[src/rtl/pe_result_packer.sv]
// -----------------------------------------------------------------------------
// pe_result_packer
//
// Buffers completed PE results in a small FIFO and serializes each one into a
// response packet on the narrower chiplet response stream: one header beat
// {op_type, trans_id} followed by RES_W/BEAT_W data beats, LSB slice first.
// The FIFO lets PE completion keep going while the response bus stalls.
//
// Ports:
//   clk, rst_n            clock, asynchronous active-low reset
//   pe_result_*           result input handshake (trans_id, op_type, data)
//   rsp_data/valid/last   response beat stream, rsp_ready from downstream
//   pkt_count             packets fully sent (wraps)
//   fifo_level            current FIFO occupancy
//
// Optional feature macro: PE_RSP_PARITY_EN
//   Adds rsp_parity (XOR reduction of rsp_data, registered with it) and puts
//   the parity of the full result word in header bit BEAT_W-1.
// -----------------------------------------------------------------------------
module pe_result_packer #(
  parameter int TID_W      = 8,
  parameter int OP_W       = 4,
  parameter int RES_W      = 32,
  parameter int BEAT_W     = 16,
  parameter int FIFO_DEPTH = 4,
  parameter int CNT_W      = 16
) (
  input  logic                          clk,
  input  logic                          rst_n,
  input  logic [TID_W-1:0]              pe_result_trans_id,
  input  logic [OP_W-1:0]               pe_result_op_type,
  input  logic [RES_W-1:0]              pe_result_data,
  input  logic                          pe_result_valid,
  output logic                          pe_result_ready,
  output logic [BEAT_W-1:0]             rsp_data,
  output logic                          rsp_valid,
  output logic                          rsp_last,
  input  logic                          rsp_ready,
  output logic [CNT_W-1:0]              pkt_count,
  output logic [$clog2(FIFO_DEPTH):0]   fifo_level
`ifdef PE_RSP_PARITY_EN
  ,
  output logic                          rsp_parity
`endif
);

  localparam int N_DATA = RES_W / BEAT_W;
  localparam int AW     = $clog2(FIFO_DEPTH);
  localparam int LW     = AW + 1;
  localparam int IDX_W  = $clog2(N_DATA + 1);
  // Slice table is padded to a power of two so the beat index selects it
  // with a full-width index.
  localparam int NSLICE = 2 ** IDX_W;

  localparam logic [LW-1:0]    FULL_LVL = LW'(FIFO_DEPTH);
  localparam logic [IDX_W-1:0] LAST_IDX = IDX_W'(N_DATA);

  typedef enum logic [1:0] {IDLE, HDR, DATA} state_t;

  // Result storage; contents need no reset because the pointers and level
  // decide what is valid.
  logic [TID_W-1:0] tidMem  [FIFO_DEPTH];
  logic [OP_W-1:0]  opMem   [FIFO_DEPTH];
  logic [RES_W-1:0] dataMem [FIFO_DEPTH];

  logic [AW-1:0]     wrPtr_q, wrPtr_d, rdPtr_q, rdPtr_d, nextRd;
  logic [LW-1:0]     level_q, level_d;
  state_t            state_q, state_d;
  logic [IDX_W-1:0]  beatIdx_q, beatIdx_d;
  logic              rspValid_q, rspValid_d;
  logic              rspLast_q, rspLast_d;
  logic [BEAT_W-1:0] rspData_q, rspData_d;
  logic [CNT_W-1:0]  pktCount_q, pktCount_d;
  logic              push, pop;
  logic [BEAT_W-1:0] hdrHead, hdrNext;
  logic [BEAT_W-1:0] slices [NSLICE];
`ifdef PE_RSP_PARITY_EN
  logic              rspParity_q, rspParity_d;
`endif

  // Ready depends only on the registered level, so a pop in the same cycle
  // never makes room for a push while full.
  assign pe_result_ready = (level_q != FULL_LVL);
  assign push            = pe_result_valid && pe_result_ready;
  assign nextRd          = rdPtr_q + 1'b1;

  always_ff @(posedge clk) begin
    if (push) begin
      tidMem[wrPtr_q]  <= pe_result_trans_id;
      opMem[wrPtr_q]   <= pe_result_op_type;
      dataMem[wrPtr_q] <= pe_result_data;
    end
  end

  // Header for the current head entry and for the entry behind it; the
  // latter is used when the last data beat pops the head and the next
  // packet starts without an idle cycle.
  always_comb begin
    hdrHead = '0;
    hdrHead[TID_W-1:0]     = tidMem[rdPtr_q];
    hdrHead[TID_W +: OP_W] = opMem[rdPtr_q];
    hdrNext = '0;
    hdrNext[TID_W-1:0]     = tidMem[nextRd];
    hdrNext[TID_W +: OP_W] = opMem[nextRd];
`ifdef PE_RSP_PARITY_EN
    hdrHead[BEAT_W-1] = ^dataMem[rdPtr_q];
    hdrNext[BEAT_W-1] = ^dataMem[nextRd];
`endif
  end

  always_comb begin
    for (int i = 0; i < NSLICE; i++) slices[i] = '0;
    for (int i = 0; i < N_DATA; i++) slices[i] = dataMem[rdPtr_q][i*BEAT_W +: BEAT_W];
  end

  // Packet FSM next state. The output registers are loaded with the beat
  // that will be presented next, so rsp_* only change after a transfer.
  always_comb begin
    state_d    = state_q;
    beatIdx_d  = beatIdx_q;
    rspValid_d = rspValid_q;
    rspData_d  = rspData_q;
    rspLast_d  = rspLast_q;
    pktCount_d = pktCount_q;
    pop        = 1'b0;
    case (state_q)
      IDLE: begin
        if (level_q != '0) begin
          state_d    = HDR;
          rspValid_d = 1'b1;
          rspData_d  = hdrHead;
          rspLast_d  = 1'b0;
          beatIdx_d  = '0;
        end
      end
      HDR: begin
        if (rsp_ready) begin
          state_d   = DATA;
          beatIdx_d = IDX_W'(1);
          rspData_d = slices[0];
          rspLast_d = (LAST_IDX == IDX_W'(1));
        end
      end
      DATA: begin
        if (rsp_ready) begin
          if (!rspLast_q) begin
            beatIdx_d = beatIdx_q + 1'b1;
            rspData_d = slices[beatIdx_q];
            rspLast_d = ((beatIdx_q + 1'b1) == LAST_IDX);
          end else begin
            pop        = 1'b1;
            pktCount_d = pktCount_q + 1'b1;
            beatIdx_d  = '0;
            rspLast_d  = 1'b0;
            if (level_q > LW'(1)) begin
              state_d   = HDR;
              rspData_d = hdrNext;
            end else begin
              state_d    = IDLE;
              rspValid_d = 1'b0;
              rspData_d  = '0;
            end
          end
        end
      end
      default: state_d = IDLE;
    endcase
  end

  // FIFO pointer and occupancy update; simultaneous push and pop leave the
  // level unchanged.
  always_comb begin
    wrPtr_d = push ? wrPtr_q + 1'b1 : wrPtr_q;
    rdPtr_d = pop  ? nextRd         : rdPtr_q;
    level_d = level_q;
    case ({push, pop})
      2'b10:   level_d = level_q + 1'b1;
      2'b01:   level_d = level_q - 1'b1;
      default: level_d = level_q;
    endcase
  end

`ifdef PE_RSP_PARITY_EN
  assign rspParity_d = ^rspData_d;
`endif

  always_ff @(posedge clk or negedge rst_n) begin
    if (!rst_n) begin
      wrPtr_q     <= '0;
      rdPtr_q     <= '0;
      level_q     <= '0;
      state_q     <= IDLE;
      beatIdx_q   <= '0;
      rspValid_q  <= 1'b0;
      rspData_q   <= '0;
      rspLast_q   <= 1'b0;
      pktCount_q  <= '0;
`ifdef PE_RSP_PARITY_EN
      rspParity_q <= 1'b0;
`endif
    end else begin
      wrPtr_q     <= wrPtr_d;
      rdPtr_q     <= rdPtr_d;
      level_q     <= level_d;
      state_q     <= state_d;
      beatIdx_q   <= beatIdx_d;
      rspValid_q  <= rspValid_d;
      rspData_q   <= rspData_d;
      rspLast_q   <= rspLast_d;
      pktCount_q  <= pktCount_d;
`ifdef PE_RSP_PARITY_EN
      rspParity_q <= rspParity_d;
`endif
    end
  end

  assign rsp_valid  = rspValid_q;
  assign rsp_data   = rspData_q;
  assign rsp_last   = rspLast_q;
  assign pkt_count  = pktCount_q;
  assign fifo_level = level_q;
`ifdef PE_RSP_PARITY_EN
  assign rsp_parity = rspParity_q;
`endif

endmodule

[config.mk]
export PLATFORM = sky130hd
export DESIGN_NAME = pe_result_packer
export DESIGN_NICKNAME = d
export VERILOG_FILES = /design/src/rtl/pe_result_packer.sv
export SDC_FILE = /design/constraint.sdc
export NUM_CORES = 1
export LEC_CHECK = 0
export CAP_MARGIN = 0
export CELL_PAD_IN_SITES_DETAIL_PLACEMENT = 2
export CELL_PAD_IN_SITES_GLOBAL_PLACEMENT = 2
export CORE_MARGIN = 2
export CORE_UTILIZATION = 38
export CTS_CLUSTER_SIZE = 40
export DETAILED_ROUTE_END_ITERATION = 8
export PLACE_DENSITY = 0.84
export SLEW_MARGIN = 10
export SYNTH_ARGS = -nofsm -noshare
export SYNTH_HDL_FRONTEND = slang
export SYNTH_SLANG_ARGS = --single-unit
[constraint.sdc]
create_clock -name clk -period 2.3 [get_ports clk]
set_input_delay 0.69 -clock clk [delete_from_list [all_inputs] [get_ports clk]]
set_output_delay 0.69 -clock clk [all_outputs]
set_load 0.01 [all_outputs]
==> metrics.txt, run 1 <==
pin count of the biggest net entering global routing=42; WL/cell=27.9 µm; die height=165 µm; H-Tree Depth=1; synthesis warning total=0; final WL=30.8 mm; cells taking the most area after synthesis=edfxtp_1 54%, dfrtp_1 11%, mux2i_1 9.4%; Worst Path Arrival=2.67 ns; leakage power=around 4.3 nW; post-synth top area share=53.7%; total clock sinks=221; CORE AREA=0.0253 mm²; via density per instance=5.74; launch point of the worst path=rdPtr_q[1]; post-synth cell types=48; placed cells=around 1100; Critical Path End Type=flop; Crit Reg-Reg Startpoint=rdPtr_q[1]; site row count=58; post-route cell area=0.0123 mm²; cells after synthesis=625; Synth Net Count=689; Area Overhead vs Synth=24.9%; Least-Margin Pin Slew=0.857 ns; startpoint types=flop; TritonCTS Buffers=25; HPWL after DPL=19.8 mm; full die area=0.0272 mm²; placed inst area=approximately 0.011 mm²; Max VDD drop=0.770 mV; cell taking the most area after synthesis=edfxtp_1; hold slack=0.157 ns; EDFF count, synth=176; first-pass GRT wire length=about 46 mm; TritonCTS clock tree=done; top-count cell post-synth=edfxtp_1; DR DRC count=0; register bit total from synthesis=221; top cells by count, synth=176 x edfxtp_1, 92 x mux2i_1, 45 x dfrtp_1; Slew headroom=42.8%; Setup violations, final=0; Max Fclk=440 MHz; worst-case clock buffer depth=3; vias in the first global route=7259; ANT nets after route=0; # port buffers=85; FILL cells=around 2300; TritonRoute pass-1 iters=5; status=complete, no violations; CP Max Fanout=41; Initial Utilization=38.9%; Seq/Total Area, Yosys=65.1%; ANT cells=0; r2r setup slk=0.03 ns; Worst-Skew Late Latency=0.53 ns; Final Hold Vio Count=0; Mean Syn Cell Area=15.8 µm²; Clock Pin Slew Worst Setup and Hold Paths=~0.060 ns; Tot GR Track Use=23.2%; Final min period=2.27 ns; Pwr Density=1320 mW/mm²; io pins=86; Slew Limit Fails=0; dominant synthesized flop cell=edfxtp_1; Post-synth ARST share=20.4%; final non-filler cell total=1102; Post-Syn Area=0.00985 mm²; Req. time, crit path=2.70 ns; root buf cell=clkbuf_16; RePlAce Congestion=0.791; routed vias=6329; Final #Nets=817; worst hold path class=in -> async; DRT iter0 DRCs=approximately 400; Congestion Overflow GR=0; antenna violations before repair=0; die width=roughly 160 µm; critical path class=reg -> reg; share of post-route cells with drive strength above 1=18.3%; Final period util=98.9%; Max Cap Viol=0; worst-case clock skew=0.0151 ns; CTS hold repair buffers=0
[area by class of cell]
class | count | area (µm²) | area share (%)
Clock buffer | 36 | 727 | 5.91
Clock inverter | 10 | 80.1 | 0.651
Inverter | 14 | 52.6 | 0.427
Multi-Input combinational cell | 351 | 3170 | 25.8
Sequential cell | 221 | 6420 | 52.2
Tap cell | 330 | 413 | 3.36
Timing Repair Buffer | 140 | 1430 | 11.6
[placed cells by master (no fill, tap or decap), drive strengths merged, types with 16 or more instances in the layout]
cell type	count
nand3	17
ha	16
xnor2	18
o21ai	16
buf	56
edfxtp	176
mux4	24
nand2	33
clkdlybuf4s50	81
dfrtp	45
clkbuf	36
inv	16
mux2i	92
[critical path: stages, from the launching register on]
cell and delay, ns:
dfrtp_4 0.47, buf_12 0.29, mux4_1 0.62, a2bb2oi_1 0.16, a211oi_2 0.36, buf_4 0.18
o31ai_1 0.06
[metal layers]
layer	wire, µm	global-route usage [%]
met1	11900	27.0
met2	15900	41.7
met3	1420	3.77
met4	1540	11.3
met5	0	0
[path summary, 6_finish.rpt]
check | end | cells past startpoint
setup / recovery | rsp_data[5] | 6
hold / removal | pkt_count[15] | 1
setup reg to reg | rsp_data[5] | 6
hold reg to reg | pkt_count[10] | 1
max in group asynchronous | rsp_last | 2
min in group clk | pkt_count[10] | 1
[through the flow]
step | worst slack, ns | power, mW | setup TNS [ns] | util (%)
2_1_floorplan | 0.302 | 9.17 | 0 | -
3_3_place_gp | -0.0577 | 11.4 | -0.460 | 45.1
3_5_place_dp | -0.337 | 12.0 | -2.91 | 45.1
4_1_cts | -0.00256 | 16.3 | -0.00256 | 48.4
5_1_grt | -0.0102 | 16.9 | -0.0231 | 48.6
6_report | 0.0259 | 16.2 | 0 | 48.6
[timing repair]
item / 4_1_cts / 5_1_grt
endpoints found under the hold margin: 0 / 0
pin swaps: 0 / 3
resized for setup: 10 / 9
cloned: 0 / 0
setup buffers: 1 / 2
setup endpoints to repair: 8 / 16
[sequential cells by signal (all words and copies together), names as in the netlist]
name and cells:
pkt_count 16, fifo_level 3, dataMem 128, rsp_valid 1
wrPtr_q 2, state_q 2, rsp_last 1, tidMem 32
beatIdx_q 2, rsp_data 16, rdPtr_q 2, opMem 16
[cell families (layout without fill, tap and decap cells)]
family                     after synthesis  in the layout  share of synthesized area, %
DFF                                    221            221                          65.1
and+or+nand+nor                         96             96                          5.22
buffers and inverters                   53            200                          3.11
AOI/OAI and AO/OA                      101            101                          7.40
xor gates and xnor gates                21             21                          1.87
muxes                                  117            117                          15.3
adders and majority gates               16             16                          2.03
[power by group]
group | total (mW) | internal (mW) | switching (mW)
combinational | 6.47 | 2.78 | 3.69
sequential | 5.82 | 5.27 | 0.556
clock | 3.93 | 2.31 | 1.63
No activity file was read; power rests on OpenSTA's default activity.
==> inputs of run 2 (changes only) <==
CORE_MARGIN = 5   (was 2)
RECOVER_POWER = 50   (was unset)
==> metrics.txt, run 2 (synthesized netlist as in run 1, its figures left out) <==
switching power=5.61 mW (-4.5%); Final period util=98.1% (-0.73 points); ANT nets after route=0 (unchanged); WL/cell=25.8 µm (-7.5%); full die area=0.0292 mm² (+7.4%); pin count of the biggest net entering global routing=28 (-33%); # port buffers=85 (unchanged); Largest regs=dataMem x128, tidMem x32; critical path class=reg -> out; final WL=28.9 mm (-6.1%); worst setup path endpoint=pe_result_ready; leakage power=4.29 nW (+0.92%); worst hold path class=reg -> reg; DRT iter0 DRCs=353 (-11%); DR DRC count=0 (unchanged); die height=171 µm (+3.6%); Slew Limit Fails=0 (unchanged); H-Tree Depth=1 (unchanged); sw frac=35.1% (-1.1 points); Biggest register=dataMem; vias in the first global route=7071 (-2.6%); total clock sinks=221 (unchanged); Max Fclk=443 MHz (+0.75%); HPWL after DPL=19.3 mm (-2.7%); Congestion Overflow GR=0 (unchanged); TritonRoute pass-1 iters=4 (-1); r2r setup slk=0.08 ns (+0.05 ns); Least-Margin Pin Slew=1.47 ns (+0.613 ns); placed cells=1063 (+0.85%); Slew headroom=1.96% (-41 points); hold slack=0.499 ns (+0.342 ns); share of power burned in registers=36.5% (+0.6 points); site row count=59 (+1.7%); Req. time, crit path=1.61 ns (-1.09 ns); Tot GR Track Use=19.4% (-3.8 points); worst-case clock buffer depth=3 (unchanged); most frequent cells in the layout=176 x edfxtp_1, 92 x mux2i_1, 50 x buf_4; TritonCTS Buffers=25 (unchanged); antenna violations before repair=0 (unchanged); routed vias=6214 (-1.8%); via density per instance=5.56 (-3.2%); clock power share=24.1% (about the same); Worst Path Arrival=1.57 ns (-1.10 ns); worst-case clock skew=0.0119 ns (-0.00321 ns); Setup violations, final=0 (unchanged); Final min period=2.26 ns (-0.0168 ns); Worst R2R Path Depth=8 (+2); root buf cell=clkbuf_16; Worst-Skew Late Latency=0.52 ns (about the same); Crit Reg-Reg Startpoint=state_q[1]; logic gate share of total power=39.4% (-0.5 points); RePlAce Congestion=0.746 (-5.6%); first-pass GRT wire length=43.3 mm (-5.8%); Pwr Density=1300 mW/mm² (-1.8%); most common cell after layout, fill and taps aside=edfxtp_1; share of post-route cells with drive strength above 1=17.9% (-0.38 points); CP Max Fanout=6 (-85%); Clock Pin Slew Worst Setup and Hold Paths=0.06 ns (about the same); Final Hold Vio Count=0 (unchanged); placed inst area=0.0114 mm² (+0.21%); final non-filler cell total=1118 (+1.5%); Critical Path End Type=primary output; TritonCTS clock tree=done; status=complete, no violations; Final #Nets=829 (+1.5%); ANT cells=0 (unchanged); post-route cell area=0.0123 mm² (+0.34%); startpoint types=flop; max reg flops=128 (unchanged); Max VDD drop=0.665 mV (-14%); Worst R2R End=rsp_data[6]; io pins=86 (unchanged); die width=171 µm (+3.6%); Max Cap Viol=0 (unchanged); launch point of the worst path=fifo_level[1]; Int Pwr=10.4 mW (+0.24%); CORE AREA=0.0258 mm² (+1.7%); Initial Utilization=38.2% (-0.66 points); Area Overhead vs Synth=25.3%
==> run 2: changes by cell type in the layout (fill, tap and decap cells not counted), moves of 3 or more <==
| cell | change |
|---|---|
| buf_4 | +9 |
| clkbuf_1 | +7 |
| clkbuf_2 | +3 |
| clkbuf_8 | -4 |
| clkdlybuf4s50_1 | -45 |
| clkinv_2 | -4 |
| dlygate4sd3_1 | +45 |
==> run 2: power by group through the flow <==
stage	registers [mW]	clock network, mW	logic, mW
after detailed placement	5.96	0	6.00
after floorplan	5.68	0	3.49
after global placement	5.84	0	5.61
after global routing	5.92	4.11	6.71
final	5.84	3.85	6.30
after CTS	5.87	3.90	6.27
==> run 2: per-stage QoR <==
| stage | setup slack [ns] | power (mW) | utilization [%] | TNS (ns) |
|---|---|---|---|---|
| finish | 0.0427 | 16.0 | 47.9 | 0 |
| global placement | -0.0928 | 11.5 | 44.4 | -0.242 |
| global route | -0.0216 | 16.7 | 47.9 | -0.0216 |
| floorplan | 0.302 | 9.17 | - | 0 |
| detailed placement | -0.151 | 12.0 | 44.4 | -1.11 |
| CTS | 0.00184 | 16.0 | 47.7 | 0 |
==> run 2: worst min path at each step <==
stage          depth (start not counted)             to  slack, ns           from
2_1_floorplan                          0   beatIdx_q[0]       0.39          rst_n
3_3_place_gp                           1  pkt_count[15]       0.46  pkt_count[15]
3_5_place_dp                           1  pkt_count[10]       0.49  pkt_count[10]
4_1_cts                                1  pkt_count[10]       0.19          rst_n
5_1_grt                                1   pkt_count[5]       0.53   pkt_count[5]
6_report                               1   pkt_count[5]       0.50   pkt_count[5]
==> run 2: layout make-up <==
class | count | area (µm²)
Clock inverter | 9 | 97.6
Timing Repair Buffer | 152 | 1490
Multi-Input combinational cell | 351 | 3170
Fill cell | 2344 | 13400
Sequential cell | 221 | 6420
Inverter | 14 | 52.6
Tap cell | 335 | 419
Clock buffer | 36 | 687
==> run 2: repair_timing <==
item | in CTS | in global routing
hold buffers | 0 | 0
resized for setup | 10 | 5
gates cloned | 0 | 0
setup buffers | 2 | 8
setup endpoints to repair | 6 | 10
pin swaps | 0 | 0
==> run 2: worst max-delay path, cell delays in order, from the launching register on <==
cell and delay (ns):
dfrtp_1 0.41, inv_2 0.10, ha_4 0.15, nand2_2 0.09, dlygate4sd2_1 0.30
==> run 2: per-layer routing <==
metal	part of all wire (%)	global-route usage, %	wire (µm)	up-vias
met3	3.8	2.84	1090	63
met2	52	35.1	15100	177
met1	40	23.8	11700	3231
li1	-	-	-	2743
met5	0	0	0	-
met4	3.4	6.85	981	0
